==> src/rtl/ifu_pkg.sv <==
// Shared types and constants for the instruction fetch unit.
// Optional prefetch buffer is enabled with IFU_PREFETCH_EN (see instr_fetch_unit).
package ifu_pkg;

    typedef enum logic [1:0] {
        REQ  = 2'd0,
        WAIT = 2'd1,
        HOLD = 2'd2,
        HALT = 2'd3
    } ifu_state_t;

    localparam logic [4:0]  OPC_HALT         = 5'b00001;
    localparam int unsigned DEFAULT_RESET_PC = 'h100;
    localparam int unsigned DEFAULT_PC_STEP  = 2;
    localparam int unsigned OPC_WIDTH        = 5;

    // The opcode lives in the top five bits of the instruction word.
    function automatic logic is_halt_opcode(input logic [OPC_WIDTH-1:0] opc);
        return opc == OPC_HALT;
    endfunction

endpackage

==> src/rtl/ifu_ir_buffer.sv <==
// One-entry instruction holding register (valid/data/pc) with load, pop and flush.
// Priority: flush, then load, then pop; data and pc are retained when the entry empties.
module ifu_ir_buffer #(
    parameter int unsigned ADDR_WIDTH = 26,
    parameter int unsigned DATA_WIDTH = 32
) (
    input  logic                  clk,
    input  logic                  rst_n,
    input  logic                  load,
    input  logic [DATA_WIDTH-1:0] load_data,
    input  logic [ADDR_WIDTH-1:0] load_pc,
    input  logic                  pop,
    input  logic                  flush,
    output logic                  valid,
    output logic [DATA_WIDTH-1:0] data,
    output logic [ADDR_WIDTH-1:0] pc
);

    always_ff @(posedge clk) begin
        if (!rst_n) begin
            valid <= 1'b0;
            data  <= '0;
            pc    <= '0;
        end else if (flush) begin
            valid <= 1'b0;
        end else if (load) begin
            valid <= 1'b1;
            data  <= load_data;
            pc    <= load_pc;
        end else if (pop) begin
            valid <= 1'b0;
        end
    end

endmodule

==> src/rtl/instr_fetch_unit.sv <==
// Fetch stage: owns the PC, reads the sync RAM, presents ir/ir_pc with a valid/ready handshake.
// Define IFU_PREFETCH_EN to add a one-entry prefetch buffer behind ir.
module instr_fetch_unit
    import ifu_pkg::*;
#(
    parameter int unsigned           ADDR_WIDTH = 26,
    parameter int unsigned           DATA_WIDTH = 32,
    parameter logic [ADDR_WIDTH-1:0] RESET_PC   = ADDR_WIDTH'(DEFAULT_RESET_PC),
    parameter int unsigned           PC_STEP    = DEFAULT_PC_STEP
) (
    input  logic                  clk,
    input  logic                  rst_n,
    input  logic                  mem_gnt,
    output logic [ADDR_WIDTH-1:0] mem_addr,
    output logic                  mem_cs,
    output logic                  mem_we,
    output logic                  mem_oe,
    input  logic [DATA_WIDTH-1:0] mem_rdata,
    output logic [DATA_WIDTH-1:0] ir,
    output logic [ADDR_WIDTH-1:0] ir_pc,
    output logic                  ir_valid,
    input  logic                  ir_ready,
    input  logic                  redir_valid,
    input  logic [ADDR_WIDTH-1:0] redir_pc,
    output logic                  halted
);

    ifu_state_t            state;
    ifu_state_t            state_next;
    logic [ADDR_WIDTH-1:0] pc;
    logic [ADDR_WIDTH-1:0] pc_next;

    logic                  handshake;
    logic                  capture;
    logic                  ir_is_halt;
    logic                  ir_load;
    logic [DATA_WIDTH-1:0] ir_load_data;
    logic [ADDR_WIDTH-1:0] ir_load_pc;

    assign handshake  = ir_valid && ir_ready;
    // A redirect in WAIT discards the word coming back from the RAM.
    assign capture    = (state == WAIT) && !redir_valid;
    assign ir_is_halt = is_halt_opcode(ir[DATA_WIDTH-1 -: OPC_WIDTH]);

`ifdef IFU_PREFETCH_EN
    logic                  pf_valid;
    logic [DATA_WIDTH-1:0] pf_data;
    logic [ADDR_WIDTH-1:0] pf_pc;
    logic                  to_ir;
    logic                  to_pf;
    logic                  pf_pop;
    logic                  pf_keep;
    logic                  ir_keep_valid;
    logic [DATA_WIDTH-1:0] ir_keep_data;
    logic                  can_fetch;

    assign to_ir  = capture && !pf_valid && (!ir_valid || handshake);
    assign to_pf  = capture && !to_ir;
    assign pf_pop = handshake && pf_valid;

    assign ir_load      = to_ir || pf_pop;
    assign ir_load_data = pf_pop ? pf_data : mem_rdata;
    assign ir_load_pc   = pf_pop ? pf_pc   : pc;

    // Fetch ahead only when the prefetch slot will be free and the newest word is not HALT.
    always_comb begin
        pf_keep       = pf_valid && !handshake;
        ir_keep_valid = (ir_valid && !handshake) || pf_pop;
        ir_keep_data  = pf_pop ? pf_data : ir;
        can_fetch     = !pf_keep &&
                        !(ir_keep_valid && is_halt_opcode(ir_keep_data[DATA_WIDTH-1 -: OPC_WIDTH]));
    end

    ifu_ir_buffer #(
        .ADDR_WIDTH (ADDR_WIDTH),
        .DATA_WIDTH (DATA_WIDTH)
    ) u_pf_buffer (
        .clk       (clk),
        .rst_n     (rst_n),
        .load      (to_pf),
        .load_data (mem_rdata),
        .load_pc   (pc),
        .pop       (pf_pop),
        .flush     (redir_valid),
        .valid     (pf_valid),
        .data      (pf_data),
        .pc        (pf_pc)
    );
`else
    assign ir_load      = capture;
    assign ir_load_data = mem_rdata;
    assign ir_load_pc   = pc;
`endif

    ifu_ir_buffer #(
        .ADDR_WIDTH (ADDR_WIDTH),
        .DATA_WIDTH (DATA_WIDTH)
    ) u_ir_buffer (
        .clk       (clk),
        .rst_n     (rst_n),
        .load      (ir_load),
        .load_data (ir_load_data),
        .load_pc   (ir_load_pc),
        .pop       (handshake),
        .flush     (redir_valid),
        .valid     (ir_valid),
        .data      (ir),
        .pc        (ir_pc)
    );

    always_comb begin
        state_next = state;
        case (state)
            REQ:  state_next = mem_gnt ? WAIT : REQ;
            WAIT: state_next = HOLD;
            HOLD: begin
`ifdef IFU_PREFETCH_EN
                if (handshake && ir_is_halt) begin
                    state_next = HALT;
                end else if (can_fetch) begin
                    state_next = REQ;
                end
`else
                if (handshake) begin
                    state_next = ir_is_halt ? HALT : REQ;
                end
`endif
            end
            HALT:    state_next = HALT;
            default: state_next = REQ;
        endcase
        if (redir_valid) begin
            state_next = REQ;
        end
    end

    always_comb begin
        pc_next = pc;
        if (redir_valid) begin
            pc_next = {redir_pc[ADDR_WIDTH-1:1], 1'b0};
        end else if (capture) begin
            pc_next = pc + ADDR_WIDTH'(PC_STEP);
        end
    end

    always_ff @(posedge clk) begin
        if (!rst_n) begin
            state <= REQ;
            pc    <= RESET_PC;
        end else begin
            state <= state_next;
            pc    <= pc_next;
        end
    end

    // Memory strobes are decoded from state and held off while reset is asserted.
    always_comb begin
        mem_addr = '0;
        mem_cs   = 1'b0;
        if (rst_n) begin
            case (state)
                REQ: begin
                    mem_addr = pc;
                    mem_cs   = mem_gnt;
                end
                WAIT: begin
                    mem_addr = pc;
                    mem_cs   = 1'b1;
                end
                default: begin
                    mem_addr = '0;
                    mem_cs   = 1'b0;
                end
            endcase
        end
    end

    assign mem_oe = mem_cs;
    assign mem_we = 1'b0;
    assign halted = (state == HALT);

endmodule

==> config.mk <==
export PLATFORM = sky130hd
export DESIGN_NAME = instr_fetch_unit
export DESIGN_NICKNAME = d
export VERILOG_FILES = /design/src/rtl/ifu_pkg.sv /design/src/rtl/ifu_ir_buffer.sv /design/src/rtl/instr_fetch_unit.sv
export SDC_FILE = /design/constraint.sdc
export NUM_CORES = 1
export LEC_CHECK = 0
export ABC_AREA = 1
export CORE_MARGIN = 2
export CORE_UTILIZATION = 46
export DETAILED_ROUTE_END_ITERATION = 7
export GPL_ROUTABILITY_DRIVEN = 0
export GPL_TIMING_DRIVEN = 0
export HOLD_SLACK_MARGIN = 0.02
export PLACE_DENSITY = 0.8
export SLEW_MARGIN = 25
export SYNTH_ARGS = -nofsm -noshare
export SYNTH_HDL_FRONTEND = slang
export SYNTH_HIERARCHICAL = 1
export SYNTH_SLANG_ARGS = --single-unit
export TNS_END_PERCENT = 1
==> constraint.sdc <==
create_clock -name clk -period 2.3 [get_ports clk]
set_input_delay 0.46 -clock clk [delete_from_list [all_inputs] [get_ports clk]]
set_output_delay 0.46 -clock clk [all_outputs]
set_load 0.02 [all_outputs]
==> impl_metrics.csv, run 1 <==
group,metric,value,unit
floorplanning,ioPinCount,152,
synthesis,ys_ff_latch,86,
clock_network,clkTransAtPathRegs,0.09,ns
synthesis,netlist_instances,757,
worst_setup_path,r2r_slack,0.38,ns
synthesis,netlist_area,0.00458,mm²
synthesis,synth.distinct_cells,31,
drt,vias,4961,
drt,drtAntennaViolNets,0,
hold_path,hp-class,"register to register",
cells_and_area,final_cell_mix,"nor2_1 (181), nand2_1 (171), clkdlybuf4s50_1 (124)",
timing,setup_ws,0.123,ns
flow_run,drv_cap,0,
floorplanning,rows,36,
global_route,grt_pass1_vias,4645,
floorplanning,fp.dieArea,0.0108,mm²
floorplanning,die_h,104,µm
timing,setup_viol,0,
synthesis,synth_top_cell_by_area,"dfxtp_1",
timing,grt_setup_unrepaired,"no",
timing,fin_crit_sh,94.6,%
timing,fin_crit,2.18,ns
cells_and_area,utilization,66.0,%
timing,slew_violations,0,
hold_path,hold_end,"u_ir_buffer/valid",
floorplanning,initial_core_util,47.1,%
pwr,ir_drop,0.264,mV
worst_setup_path,r2r-end,"ir_load_pc[15]",
status,status,"complete, no violations",
worst_setup_path,endpoint_kind,"output port",
synthesis,yosys_warnings,6,
timing,finalClockSkew,0.0115,ns
timing,tightest_slew,0.568,ns
clock_network,ctsHoldBuffers,0,
synthesis,syn-mean-instance-area,6.05,µm²
clock_network,htreeDepth,3,
cells_and_area,multi_input_area,0.00222,mm²
pwr,leakagePower,2.81,nW
worst_setup_path,worst-setup-path-type,"register to output port",
drt,post_drt_wl_per_cell,12.1,µm
worst_setup_path,crit_required,1.84,ns
synthesis,synth.top_cell.area_share,37.6,%
drt,drcViolationCount,0,
worst_setup_path,r2r_cells,7,
drt,drt_iter0_drc,241,
cells_and_area,nets,982,
placement,port_buffers,148,
placement,dp_hpwl,9.73,mm
timing,fmax,0.459,GHz
clock_network,cts_root_buf,"clkbuf_8",
clock_network,cts_made_buffers,9,
timing,relSlewSlack,62.1,%
placement,dp_slack,-0.620,ns
global_route,grt_max_degree,16,
clock_network,cts_tree,"built",
worst_setup_path,r2r_start,"ir_load_pc[2]",
hold_path,min_path_cells,2,
drt,vias_per_cell,4.70,
cells_and_area,layout_commonest_cell,"nor2_1",
cells_and_area,diodes,0,
synthesis,ys_top_cells_by_area,"dfxtp_1 (38%), nor2_1 (15%), nand2_1 (14%)",
pwr,power,0.00314,W
drt,wl,12.8,mm
cells_and_area,area_growth,40.2,%
timing,hold_viol,0,
worst_setup_path,path_max_fanout,10,
pwr,power_density,489,mW/mm²
global_route,antenna_found_initial,0,
floorplanning,core,0.00973,mm²
hold_path,min-delay-start,"u_ir_buffer/valid",
cells_and_area,drive_gt1_share,6.83,%
global_route,grt_pass1_wl,21.4,mm
worst_setup_path,cp-startpoint,"state[1]",
worst_setup_path,worstSetupStartpointType,"register",
timing,final.setup.tns,0,ns
drt,drt-pass1-iter-count,5,
cells_and_area,nFillCells,950,
cells_and_area,final-seq-area,0.00172,mm²
worst_setup_path,cp.arrival,1.72,ns
clock_network,max-clock-path-buffers,2,
synthesis,seq_area_frac_synth,37.6,%
clock_network,cts_sinks,86,
global_route,grt_overflow_total,0,
global_route,grt.total_usage,23.9,%
clock_network,clk_latency,0.35,ns
floorplanning,die_w,104,µm
## cell families (layout without fill, tap and decap cells)
group	Yosys count	count (layout)	share of synthesized area, %
AOI/OAI and AO/OA	53	53	6.20
xor gates and xnor gates	7	7	1.34
adders and majority gates	1	1	0.273
buffers and inverters	159	323	14.1
DFF	86	86	37.6
other	1	3	0.0818
and+or+nand+nor	450	450	40.4
## metrics by stage
stage	hold WS (ns)	std cells	cell area (µm²)
after floorplan	0.493	759	4590
after global placement	0.461	1040	6240
after detailed placement	0.466	1040	6240
after CTS	0.476	1056	6410
after global routing	0.484	1056	6430
final	0.484	1056	6430
## critical path, cell delays in order (launching register included)
cell,delay [ns]
dfxtp_1,0.42
inv_1,0.09
nand2_2,0.17
clkbuf_2,0.28
nor2_1,0.08
dlygate4sd2_1,0.32
## flip-flops by register name, indices dropped and copies added (netlist names)
| signal | count |
|---|---|
| u_ir_buffer/valid | 1 |
| ir_load_pc | 25 |
| u_ir_buffer/data | 32 |
| state | 2 |
| u_ir_buffer/pc | 26 |
## layout make-up
type	count	share of cell area, %
Multi-Input combinational cell	514	34.6
Sequential cell	86	26.8
Timing Repair Buffer	148	22.7
Inverter	119	6.99
Buffer	40	3.49
Tap cell	133	2.59
Clock buffer	10	2.14
Clock inverter	6	0.681
## worst max-delay path by stage
stage / cells past startpoint / to / slack, ns
2_1_floorplan: 11 / u_ir_buffer/data[10] / 0.47
3_3_place_gp: 5 / mem_addr[20] / -0.61
3_5_place_dp: 5 / mem_addr[20] / -0.62
4_1_cts: 12 / u_ir_buffer/data[23] / 0.002
5_1_grt: 5 / mem_addr[17] / 0.01
6_report: 5 / mem_addr[20] / 0.12
## metal layers
metal / part of all wire (%) / wire, µm / GRT usage [%] / up-vias
met5: 0 / 0 / 0 / -
met4: 1.4 / 185 / 7.05 / 0
met3: 6.8 / 869 / 5.16 / 18
met2: 45 / 5740 / 39.3 / 180
met1: 47 / 6010 / 31.4 / 2161
li1: - / - / - / 2602
## timing repair
item,4_1_cts,5_1_grt
setup buffers,0,0
endpoints found under the setup margin,57,51
pin swaps,0,0
gates resized for setup,32,7
## report_power, final
group / leakage [nW] / internal, W / total (W) / switching, W
Combinational: 2.01 / 0.000254 / 0.000549 / 0.000296
Clock: 0.0935 / 0.000430 / 0.00100 / 0.000574
Sequential: 0.700 / 0.00154 / 0.00159 / 0.0000535
Total: 2.81 / 0.00222 / 0.00314 / 0.000923
## cell usage after synthesis, drive strengths merged
master  count
o221ai      1
and2        1
nor2      187
nor4        1
o21ba       1
nand4       3
o21ai      22
dfxtp      86
nand2     177
nor3        4
inv       119
buf        22
clkbuf     18
xor2        7
conb        1
nand3      76
a21oi      22
o211ai      1
or2         1
ha          1
a31oi       6
Power figures use the tool's default switching activity.
==> inputs of run 2 (changes only) <==
PLACE_DENSITY = 0.9   (was 0.8)
==> impl_metrics.csv, run 2 (synthesized netlist as in run 1, its figures left out) <==
group,metric,value,unit
status,status,"complete, no violations",
worst_setup_path,endpoint_kind,"output port",
drt,post_drt_wl_per_cell,12.4,µm
pwr,ir_drop,0.332,mV
timing,slew_violations,0,
hold_path,hp-class,"register to register",
timing,fmax,0.447,GHz
clock_network,ctsHoldBuffers,0,
timing,grt_setup_unrepaired,"no",
clock_network,cts_root_buf,"clkbuf_8",
cells_and_area,final-seq-area,0.00172,mm²
global_route,antenna_found_initial,0,
floorplanning,rows,36,
floorplanning,ioPinCount,152,
cells_and_area,utilization,66.1,%
clock_network,cts_made_buffers,9,
cells_and_area,final_cell_mix,"nor2_1 (181), nand2_1 (171), clkdlybuf4s50_1 (123)",
clock_network,htreeDepth,3,
timing,tightest_slew,0.604,ns
placement,dp_hpwl,9.95,mm
worst_setup_path,cp.arrival,1.78,ns
flow_run,drv_cap,0,
global_route,grt_max_degree,15,
drt,drt-pass1-iter-count,6,
timing,relSlewSlack,59.7,%
cells_and_area,area_growth,40.3,%
cells_and_area,layout_commonest_cell,"nor2_1",
floorplanning,fp.dieArea,0.0108,mm²
worst_setup_path,worstSetupStartpointType,"input port",
timing,fin_crit_sh,97.2,%
clock_network,clk_latency,0.36,ns
drt,vias_per_cell,4.84,
floorplanning,die_w,104,µm
timing,final.setup.tns,0,ns
worst_setup_path,worst-setup-path-type,"input port to output port",
drt,drtAntennaViolNets,0,
cells_and_area,multi_input_area,0.00222,mm²
cells_and_area,stdcell_area,0.00643,mm²
global_route,grt_pass1_wl,21.6,mm
cells_and_area,top_register,"u_ir_buffer/data",
clock_network,cts_tree,"built",
cells_and_area,drive_gt1_share,6.51,%
timing,finalClockSkew,0.00957,ns
floorplanning,core,0.00973,mm²
placement,place_area,0.00624,mm²
worst_setup_path,crit_required,1.84,ns
floorplanning,initial_core_util,47.1,%
worst_setup_path,path_max_fanout,8,
pwr,leakagePower,2.82,nW
cells_and_area,largest_reg_flops,32,
timing,fin_crit,2.24,ns
pwr,power_density,502,mW/mm²
timing,setup_viol,0,
cells_and_area,nets,981,
global_route,grt.total_usage,24.3,%
drt,drcViolationCount,0,
placement,dp_cells,1040,
clock_network,clkTransAtPathRegs,0.09,ns
global_route,grt_overflow_total,0,
clock_network,cts_sinks,86,
drt,drt_iter0_drc,309,
cells_and_area,final_cells,1054,
timing,hold_viol,0,
drt,vias,5104,
cells_and_area,diodes,0,
global_route,grt_pass1_vias,4599,
drt,wl,13.1,mm
cells_and_area,nFillCells,900,
floorplanning,die_h,104,µm
placement,port_buffers,148,
clock_network,max-clock-path-buffers,2,
## run 2: cell count changes in the layout (fill, tap and decap cells not counted), sizes merged
cell / before / now
inv: 122 / 119
clkbuf: 30 / 28
dlygate4sd2: 20 / 22
buf: 21 / 22
bufinv: 0 / 1
clkdlybuf4s15: 1 / 0
clkdlybuf4s50: 124 / 123
clkinv: 2 / 3
## run 2: final timing paths
kind | start | end | slack (ns) | depth (start not counted)
hold reg to reg | u_ir_buffer/valid | u_ir_buffer/valid | 0.48 | 2
setup / recovery | rst_n | mem_addr[1] | 0.06 | 4
setup reg to reg | ir_load_pc[2] | ir_load_pc[15] | 0.44 | 7
hold / removal | u_ir_buffer/valid | u_ir_buffer/valid | 0.48 | 2
## run 2: cell type report
class,instances,share of cell area (%)
Tap cell,133,2.59
Sequential cell,86,26.8
Multi-Input combinational cell,514,34.6
Clock buffer,10,2.14
Buffer,39,3.33
Timing Repair Buffer,148,22.7
Clock inverter,5,0.934
Inverter,119,6.99
## run 2: layer usage
| layer | share of wire, % | vias up | global-route usage, % |
|---|---|---|---|
| li1 | - | 2607 | - |
| met1 | 44 | 2222 | 31.6 |
| met2 | 46 | 246 | 40.5 |
| met3 | 7.4 | 29 | 3.65 |
| met4 | 2.7 | 0 | 9.75 |
| met5 | 0 | - | 0 |
## run 2: worst max-delay path, stage by stage
cell             delay, ns
dlygate4sd2_1         0.36
nand2_2               0.20
nor2_1                0.15
clkdlybuf4s50_1       0.61
## run 2: metrics by stage
stage | setup slack [ns] | hold slack, ns | power (W)
final | 0.0635 | 0.478 | 0.00323
after global routing | 0.0287 | 0.511 | 0.00337
after CTS | 0.0446 | 0.482 | 0.00324
after detailed placement | -0.604 | 0.467 | 0.00218
after global placement | -0.611 | 0.460 | 0.00217
after floorplan | 0.468 | 0.493 | 0.00191
## run 2: what timing repair did
| action | in CTS | in global routing |
|---|---|---|
| buffers inserted | 0 | 0 |
| endpoints found under the setup margin | 73 | 31 |
| gates resized for setup | 30 | 6 |
| hold endpoints to repair | 0 | 0 |
## run 2: where the power goes
group	total (W)	switching (W)	internal, W	leakage [nW]
registers	0.00159	0.0000528	0.00154	0.700
logic	0.000551	0.000299	0.000252	2.02
clock network	0.00109	0.000559	0.000528	0.0983
==> inputs of run 3 (changes only) <==
GPL_ROUTABILITY_DRIVEN = 1   (was 0)
==> impl_metrics.csv, run 3 (synthesized netlist as in run 1, its figures left out) <==
group,metric,value,unit
flow_run,drv_cap,0,
floorplanning,ioPinCount,152,
timing,finalClockSkew,0.00671,ns
pwr,power_density,501,mW/mm²
cells_and_area,area_growth,40.6,%
worst_setup_path,cp-startpoint,"state[1]",
drt,drcViolationCount,0,
floorplanning,die_h,104,µm
clock_network,cts_sinks,86,
status,status,"complete, no violations",
floorplanning,die_w,104,µm
worst_setup_path,path_max_fanout,8,
global_route,grt_pass1_wl,22.0,mm
placement,dp_hpwl,10.3,mm
clock_network,cts_made_buffers,9,
worst_setup_path,worst-setup-path-type,"register to output port",
hold_path,hp-class,"input port to register",
cells_and_area,diodes,0,
pwr,leakagePower,2.82,nW
cells_and_area,drive_gt1_share,7.04,%
floorplanning,initial_core_util,47.1,%
placement,port_buffers,148,
drt,drt_iter0_drc,297,
timing,relSlewSlack,60.0,%
clock_network,cts_tree,"built",
floorplanning,rows,36,
timing,hold_viol,0,
clock_network,htreeDepth,3,
hold_path,min-delay-start,"rst_n",
clock_network,ctsHoldBuffers,0,
worst_setup_path,cp.arrival,1.74,ns
pwr,ir_drop,0.328,mV
worst_setup_path,r2r-end,"u_ir_buffer/data[19]",
floorplanning,fp.dieArea,0.0108,mm²
timing,grt_setup_unrepaired,"yes",
worst_setup_path,endpoint_kind,"output port",
cells_and_area,nets,982,
placement,gp_congestion,0.932,
worst_setup_path,worstSetupStartpointType,"register",
drt,vias_per_cell,4.81,
timing,slew_violations,0,
global_route,grt.total_usage,24.9,%
global_route,grt_pass1_vias,4690,
worst_setup_path,crit_required,1.84,ns
drt,drt-pass1-iter-count,5,
timing,final.setup.tns,0,ns
cells_and_area,final_cell_mix,"nor2_1 (181), nand2_1 (170), clkdlybuf4s50_1 (124)",
drt,wl,13.3,mm
timing,fin_crit_sh,95.5,%
worst_setup_path,r2r_cells,13,
drt,drtAntennaViolNets,0,
cells_and_area,largest_reg_flops,32,
cells_and_area,utilization,66.3,%
cells_and_area,top_register,"u_ir_buffer/data",
timing,fmax,0.455,GHz
timing,tightest_slew,0.600,ns
worst_setup_path,r2r_slack,0.43,ns
drt,vias,5079,
global_route,grt_overflow_total,0,
cells_and_area,layout_commonest_cell,"nor2_1",
global_route,grt_max_degree,16,
drt,post_drt_wl_per_cell,12.6,µm
clock_network,cts_root_buf,"clkbuf_8",
worst_setup_path,r2r_start,"state[1]",
timing,setup_viol,0,
hold_path,min_path_cells,2,
clock_network,clkTransAtPathRegs,0.09,ns
clock_network,clk_latency,0.36,ns
hold_path,hold_end,"ir_load_pc[8]",
global_route,antenna_found_initial,0,
timing,fin_crit,2.20,ns
clock_network,max-clock-path-buffers,2,
floorplanning,core,0.00973,mm²
## run 3: cell type report
cell class | instances | area [µm²]
Fill cell | 941 | 3280
Multi-Input combinational cell | 514 | 2230
Sequential cell | 86 | 1720
Timing Repair Buffer | 148 | 1450
Inverter | 119 | 449
Buffer | 40 | 229
Tap cell | 133 | 166
Clock buffer | 9 | 124
Clock inverter | 7 | 72.6
## run 3: how the worst max path moves through the flow
stage                           end  slack, ns  cells past startpoint
2_1_floorplan  u_ir_buffer/data[10]       0.47                     11
6_report               mem_addr[25]       0.10                      4
5_1_grt          u_ir_buffer/pc[12]     -0.003                     11
3_3_place_gp            mem_addr[8]      -0.59                      5
3_5_place_dp           mem_addr[16]      -0.64                      5
4_1_cts                      mem_oe      -0.13                      5
## run 3: what timing repair did
item | CTS | global route
resized for setup | 32 | 12
endpoints found under the setup margin | 77 | 55
setup buffers | 0 | 0
## run 3: routing by layer
metal / GRT usage, % / vias up / wire [µm]
met4: 9.17 / 0 / 285
li1: - / 2602 / -
met3: 4.41 / 25 / 951
met2: 43.1 / 234 / 6270
met5: 0 / - / 0
met1: 31.0 / 2218 / 5850
## run 3: critical path, stage by stage, from the launching register on
cell             delay, ns
dfxtp_1               0.36
inv_1                 0.10
nand2_2               0.14
nor2_1                0.16
clkdlybuf4s50_1       0.63
## run 3: where the power goes
group | internal [W] | switching (W) | total [W]
sequential | 0.00154 | 0.0000532 | 0.00159
combinational | 0.000254 | 0.000301 | 0.000555
clock | 0.000506 | 0.000580 | 0.00109
## run 3: stage by stage
stage | total power [W] | area [µm²] | setup WS (ns) | cells | hold slack, ns
floorplan | 0.00191 | 4590 | 0.468 | 759 | 0.493
global placement | 0.00217 | 6240 | -0.589 | 1040 | 0.459
detailed placement | 0.00218 | 6240 | -0.640 | 1040 | 0.472
CTS | 0.00324 | 6430 | -0.131 | 1056 | 0.488
global route | 0.00339 | 6450 | -0.00324 | 1056 | 0.414
finish | 0.00323 | 6450 | 0.103 | 1056 | 0.398
